`src/rtl/trap_entry_ctrl_pkg.sv`:
```
// trap_entry_ctrl_pkg: shared trap-entry state encoding and RISC-V cause codes.
package trap_entry_ctrl_pkg;

    typedef enum logic [1:0] {
        IDLE     = 2'd0,
        DRAIN    = 2'd1,
        COMMIT   = 2'd2,
        REDIRECT = 2'd3
    } state_t;

    localparam int CAUSE_INSTR_PAGE_FAULT   = 12;
    localparam int CAUSE_INSTR_ACCESS_FAULT = 1;
    localparam int CAUSE_ILLEGAL_INSTR      = 2;

endpackage

```
`src/rtl/trap_entry_ctrl_prio.sv`:
```
// trap_cause_prio: priority-encodes the delayed instruction fault flags into a cause code.
module trap_cause_prio
    import trap_entry_ctrl_pkg::*;
#(
    parameter int CAUSEW = 5
) (
    input  logic              page_fault,
    input  logic              access_fault,
    input  logic              hptw_fault,
    input  logic              illegal,
    output logic [CAUSEW-1:0] cause,
    output logic              valid
);

    assign valid = page_fault | access_fault | hptw_fault | illegal;

    always_comb begin
        cause = '0;
        cause = page_fault                  ? CAUSEW'(CAUSE_INSTR_PAGE_FAULT)   :
                (access_fault | hptw_fault) ? CAUSEW'(CAUSE_INSTR_ACCESS_FAULT) :
                illegal                     ? CAUSEW'(CAUSE_ILLEGAL_INSTR)      : '0;
    end

endmodule

```
`src/rtl/trap_entry_ctrl.sv`:
```
// trap_entry_ctrl: stalls on a delayed M-stage instruction fault until the LSU drains,
// then commits the trap with a full flush and redirects fetch to the trap vector.
module trap_entry_ctrl
    import trap_entry_ctrl_pkg::*;
#(
    parameter int CAUSEW = 5,
    parameter int CNTW   = 16
) (
    input  logic              clk,
    input  logic              reset,
    input  logic              InstrValidM,
    input  logic              InstrPageFaultM,
    input  logic              InstrAccessFaultM,
    input  logic              HPTWInstrAccessFaultM,
    input  logic              IllegalIEUFPUInstrM,
    input  logic              LSUBusyM,
    output logic              StallTrap,
    output logic              FlushD,
    output logic              FlushE,
    output logic              FlushM,
    output logic              FlushW,
    output logic              TrapM,
    output logic [CAUSEW-1:0] CauseM,
    output logic              PCRedirectF,
    output logic [CNTW-1:0]   TrapCount
);

    state_t            state, next;
    logic [CAUSEW-1:0] cause_reg, prio_cause;
    logic              prio_valid, fault;

    trap_cause_prio #(.CAUSEW(CAUSEW)) u_prio (
        .page_fault   (InstrPageFaultM),
        .access_fault (InstrAccessFaultM),
        .hptw_fault   (HPTWInstrAccessFaultM),
        .illegal      (IllegalIEUFPUInstrM),
        .cause        (prio_cause),
        .valid        (prio_valid)
    );

    assign fault = InstrValidM & prio_valid;

    always_ff @(posedge clk or negedge reset) begin
        if (!reset) begin
            state     <= IDLE;
            cause_reg <= '0;
            TrapCount <= '0;
        end else begin
            state <= next;
            if (state == IDLE && fault)
                cause_reg <= prio_cause;
            if (state == COMMIT && !(&TrapCount))
                TrapCount <= TrapCount + CNTW'(1);
        end
    end

    // Faults are only sampled in IDLE; later states see a pipeline that is already being flushed.
    always_comb begin
        next        = state;
        StallTrap   = 1'b0;
        TrapM       = 1'b0;
        CauseM      = '0;
        FlushD      = 1'b0;
        FlushE      = 1'b0;
        FlushM      = 1'b0;
        FlushW      = 1'b0;
        PCRedirectF = 1'b0;
        unique case (state)
            IDLE: begin
                StallTrap = fault;
                if (fault)
                    next = LSUBusyM ? DRAIN : COMMIT;
            end
            DRAIN: begin
                StallTrap = 1'b1;
                if (!LSUBusyM)
                    next = COMMIT;
            end
            COMMIT: begin
                TrapM  = 1'b1;
                CauseM = cause_reg;
                FlushD = 1'b1;
                FlushE = 1'b1;
                FlushM = 1'b1;
                FlushW = 1'b1;
                next   = REDIRECT;
            end
            REDIRECT: begin
                PCRedirectF = 1'b1;
                FlushD      = 1'b1;
                FlushE      = 1'b1;
                next        = IDLE;
            end
            default: next = IDLE;
        endcase
    end

endmodule

```
`config.mk`:
```
export PLATFORM = sky130hd
export DESIGN_NAME = trap_entry_ctrl
export DESIGN_NICKNAME = d
export VERILOG_FILES = /design/src/rtl/trap_entry_ctrl_pkg.sv /design/src/rtl/trap_entry_ctrl_prio.sv /design/src/rtl/trap_entry_ctrl.sv
export SDC_FILE = /design/constraint.sdc
export NUM_CORES = 1
export LEC_CHECK = 0
export BUFFER_PORTS_ARGS = -buffer_cell sky130_fd_sc_hd__buf_2
export CORE_UTILIZATION = 54
export CTS_BUF_LIST = sky130_fd_sc_hd__clkbuf_4 sky130_fd_sc_hd__clkbuf_8
export DETAILED_ROUTE_END_ITERATION = 8
export PLACE_DENSITY = 0.82
export SLEW_MARGIN = 10
export SYNTH_ARGS = -nofsm -noshare
export SYNTH_HDL_FRONTEND = slang
export SYNTH_HIERARCHICAL = 1
export SYNTH_SLANG_ARGS = --single-unit
```
`constraint.sdc`:
```
create_clock -name clk -period 2.2 [get_ports clk]
set_input_delay 0.33 -clock clk [delete_from_list [all_inputs] [get_ports clk]]
set_output_delay 0.33 -clock clk [all_outputs]
set_load 0.01 [all_outputs]
```
==> flow_results.org <==
** Placed design
- Detailed placement ended at an HPWL of 1.88 mm.
- Number of cells in the design after placement :: 178
- The congestion estimate from routability-driven global placement came to 0.816.
- Timing analysis after detailed placement gives a worst setup slack of 0.416 ns.
- # port buffers :: 35

** Finish
- For this run, the post-layout net count is 170.
- Synthesis-to-layout area growth :: 14.1%
- In the final layout, the share of cells above drive strength 1 is 32.9%.
- Fill cell count :: 190
- Diode count :: 0
- The finished layout holds 183 standard cells, fillers aside.
- The register with the most flip-flops in the layout has 16 of them.

** Yosys
- sky130_fd_sc_hd__dfrtp_1 is the most common cell in the netlist.
- After synthesis, flip-flops and latches occupy 43.4% of the total area.
- Number of warnings reported in the yosys synthesis log :: 6
- Counting flops with a built-in enable in the synthesized netlist gives 0.
- In the synthesized netlist the dominant register cell turns out to be sky130_fd_sc_hd__dfrtp_1.
- Net Count, Synth :: 138
- Synthesis inferred 23 register bits.
- Gate Count Post-Synth :: 124
- Count of distinct cell types in the synthesized netlist :: 38
- Post-synthesis instance area :: 0.00133 sq mm
- Dividing the synthesized area by the synthesized cell count gives 10.7 sq um.
- Most numerous cell types in the synthesized netlist :: sky130_fd_sc_hd__dfrtp_1 (23), sky130_fd_sc_hd__nand3_1 (7)
- Top-area cell type share of the netlist area :: 43.4%
- Largest cells by area after synthesis :: sky130_fd_sc_hd__dfrtp_1 (43%), sky130_fd_sc_hd__ha_1 (5.7%), sky130_fd_sc_hd__mux2_2 (4.2%)
- In the synthesized netlist the async set-or-reset flop fraction comes to 100%.
- Largest area contributor in the netlist :: sky130_fd_sc_hd__dfrtp_1

** Worst setup path
- Crit Path Category :: flip-flop to primary output
- In this run the worst path has a maximum fanout of 13.
- For this run, the slowest stage of the critical path takes 0.42 ns.
- Critical path arrival :: 1.63 ns
- STA classifies the critical path startpoint as a flip-flop.
- CP endpoint kind :: primary output
- Data on the critical path is required at its endpoint by 1.87 ns.
- For this design, the slowest cell found on the critical path is sky130_fd_sc_hd__dfrtp_1.
- Critical Path, Cell by Cell :: inv_1, ha_1, buf_4, or2_1, buf_2

** Timing
- Final hold violation count :: 0
- Fmax achieved :: 510 MHz
- Setup violations remaining at the end of the flow were counted as 0.
- Once routing completed, OpenROAD measured the worst setup slack at 0.239 ns.
- Fraction of the cycle the final worst path needs :: 89.1%
- Final Max Slew Viols :: 0
- Total Neg Setup Slack :: 0 ns
- Headroom to the max-slew limit came out at 66.0%.
- The worst path needs 1.96 ns of the cycle, external delays included.
- Actual transition at the worst max-transition pin :: 0.510 ns
- Setup repair after global routing left no endpoint under its margin.
- Final Skew :: 0.00400 ns

** Die
- Once the floorplan was initialized, standard cells occupied 58.8% of the core.
- The floorplan has 17 rows.
- 36 I/O pins were placed.
- The total area inside the core boundary comes to 0.00225 sq mm.
- Die area :: 0.00266 sq mm
- The die is 51.6 microns wide.
- From bottom edge to top edge, the die measures 51.6 microns.

** GRT
- Summed over all layers, the global routing overflow is 0.
- The first global-routing pass estimated 4.41 mm of wire.
- All-layer global routing usage :: 22.4%
- Initial antenna violation count :: 0
- Entering global routing, the biggest net connects 24 pins.
- The number of global-route vias before repair is 1,006.

** Power
- Net load switching power :: 0.000652 W
- In this run switching power makes up 39.8% of total power.
- Proportion of power drawn by the clock network :: 12.7%
- Power spread over the standard cell area amounts to 1080 mW/mm^2.
- VDD sags by at most 0.847 mV.
- Internal power comes to 0.000984 W.
- In this run, the combinational gates consume 46.5% of the power.
- Per report_power, the sequential group accounts for 40.9% of the total.
- Static leakage :: 0.795 nW

** CTS
- CTS tree :: done
- Clock tree root driver cell :: sky130_fd_sc_hd__clkbuf_4
- The later pin in the worst-skew pair is clocked with a latency of 0.32 ns.
- Total of cells resized after clock tree synthesis :: 0
- TritonCTS buffer count :: 3
- Post-CTS setup buffer count :: 0
- The clock net in this run drives a total of 23 sinks.
- The longest clock path from root to sink contains 2 buffers.
- In this run the number of H-tree levels came out at 1.
- Clock-pin transition on the worst setup and hold timing paths :: 0.14 ns

** Detailed routing
- Using the TritonRoute via totals, the vias-per-cell ratio works out to 5.61.
- In the routed design, unresolved DRC markers number 0.
- For this block, the initial DRC count from the detailed router was 9.
- Post-Route WL :: 2.59 mm
- After detailed routing, the average wire length per cell comes to 14.1 microns.
- 1st-pass router iterations :: 4
- Summing over every cut layer, the via total after detailed routing is 1,027.
- The count of nets left with antenna violations once routing finished came out at 0.

** Status
- The run finished with clean final reports.

** Min path
- Type of the worst min-delay path :: input pin to flip-flop

** Run
- Max-cap violations in this run came to 0.
-- metal layers --
metal | wire length [microns] | track usage (%) | vias to the layer above
li1 | - | - | 495
met1 | 1120 | 26.1 | 500
met2 | 1350 | 39.8 | 26
met3 | 78 | 3.80 | 6
met4 | 34 | 10.4 | 0
met5 | 0 | 0 | -
-- layout make-up --
cell class                      instances  area, sq um  area share [%]
Sequential cell                        23          576            38.0
Clock buffer                            3         22.5            1.49
Inverter                                6         22.5            1.49
Clock inverter                          1         5.00           0.331
Multi-Input combinational cell         85          659            43.6
Tap cell                               28         35.0            2.32
Timing Repair Buffer                   37          193            12.7
-- path summary, 6_finish.rpt --
kind / from / endpoint / slack (ns) / cells past startpoint
max reg2reg: state[0]$_DFFE_PN0P_ / TrapCount[15]$_DFFE_PN0P_ / 0.41 / 6
min reg2reg: TrapCount[14]$_DFFE_PN0P_ / TrapCount[14]$_DFFE_PN0P_ / 0.52 / 1
min in group asynchronous: reset / TrapCount[10]$_DFFE_PN0P_ / 0.49 / 2
max in group asynchronous: reset / TrapCount[0]$_DFFE_PN0P_ / 1.37 / 2
min: InstrPageFaultM / cause_reg[3]$_DFFE_PN0P_ / 0.29 / 2
max: state[0]$_DFFE_PN0P_ / FlushD / 0.24 / 5
-- critical path: cells and delay by family (launching register included) --
| family | cells | cell delay (ns) |
|---|---|---|
| fa+ha+maj | 1 | 0.23 |
| buf+inv | 3 | 0.42 |
| flops | 1 | 0.42 |
| simple gates | 1 | 0.24 |
-- cells by family after synthesis --
kind of cell,after synthesis,share of synthesized area (%)
and+or+nand+nor,45,20.4
DFF,23,43.4
buffers and inverters,16,6.89
AOI/OAI and AO/OA,13,8.40
xor gates and xnor gates,10,6.60
muxes,10,8.40
adders and majority gates,6,5.66
other,1,0.283
-- power by group through the flow --
stage / combinational, W / sequential, W / clock, W
floorplan: 0.000562 / 0.000663 / 0
global placement: 0.000743 / 0.000670 / 0
detailed placement: 0.000767 / 0.000672 / 0
CTS: 0.000771 / 0.000666 / 0.000215
global route: 0.000853 / 0.000690 / 0.000223
finish: 0.000760 / 0.000669 / 0.000207
-- through the flow --
step / hold slack (ns) / util, % / area [sq um] / total power, W
floorplan: 0.0344 / - / 1330 / 0.00122
global placement: 0.317 / 65.4 / 1480 / 0.00141
detailed placement: 0.340 / 65.4 / 1480 / 0.00144
CTS: 0.283 / 67.1 / 1510 / 0.00165
global route: 0.298 / 67.1 / 1510 / 0.00177
finish: 0.290 / 67.1 / 1510 / 0.00164
-- repair_timing --
action	in CTS	in global routing
setup endpoints to repair	0	0
hold buffers	1	0
endpoints found under the hold margin	23	0
-- placed cells by master (no fill, tap or decap), types with 3 or more instances in the layout --
| master | count |
|---|---|
| sky130_fd_sc_hd__clkbuf_4 | 3 |
| sky130_fd_sc_hd__nand3_1 | 7 |
| sky130_fd_sc_hd__a21oi_1 | 5 |
| sky130_fd_sc_hd__nor3_1 | 5 |
| sky130_fd_sc_hd__and3_1 | 4 |
| sky130_fd_sc_hd__and2_1 | 5 |
| sky130_fd_sc_hd__nor2_1 | 4 |
| sky130_fd_sc_hd__and4_1 | 3 |
| sky130_fd_sc_hd__inv_1 | 6 |
| sky130_fd_sc_hd__ha_1 | 6 |
| sky130_fd_sc_hd__buf_2 | 35 |
| sky130_fd_sc_hd__nand4_1 | 6 |
| sky130_fd_sc_hd__dfrtp_1 | 23 |
| sky130_fd_sc_hd__nand2_1 | 3 |
| sky130_fd_sc_hd__mux2_2 | 5 |
| sky130_fd_sc_hd__xor2_1 | 5 |
| sky130_fd_sc_hd__xnor2_1 | 5 |
| sky130_fd_sc_hd__mux2i_1 | 4 |
No activity file was read; power rests on OpenSTA's default activity.
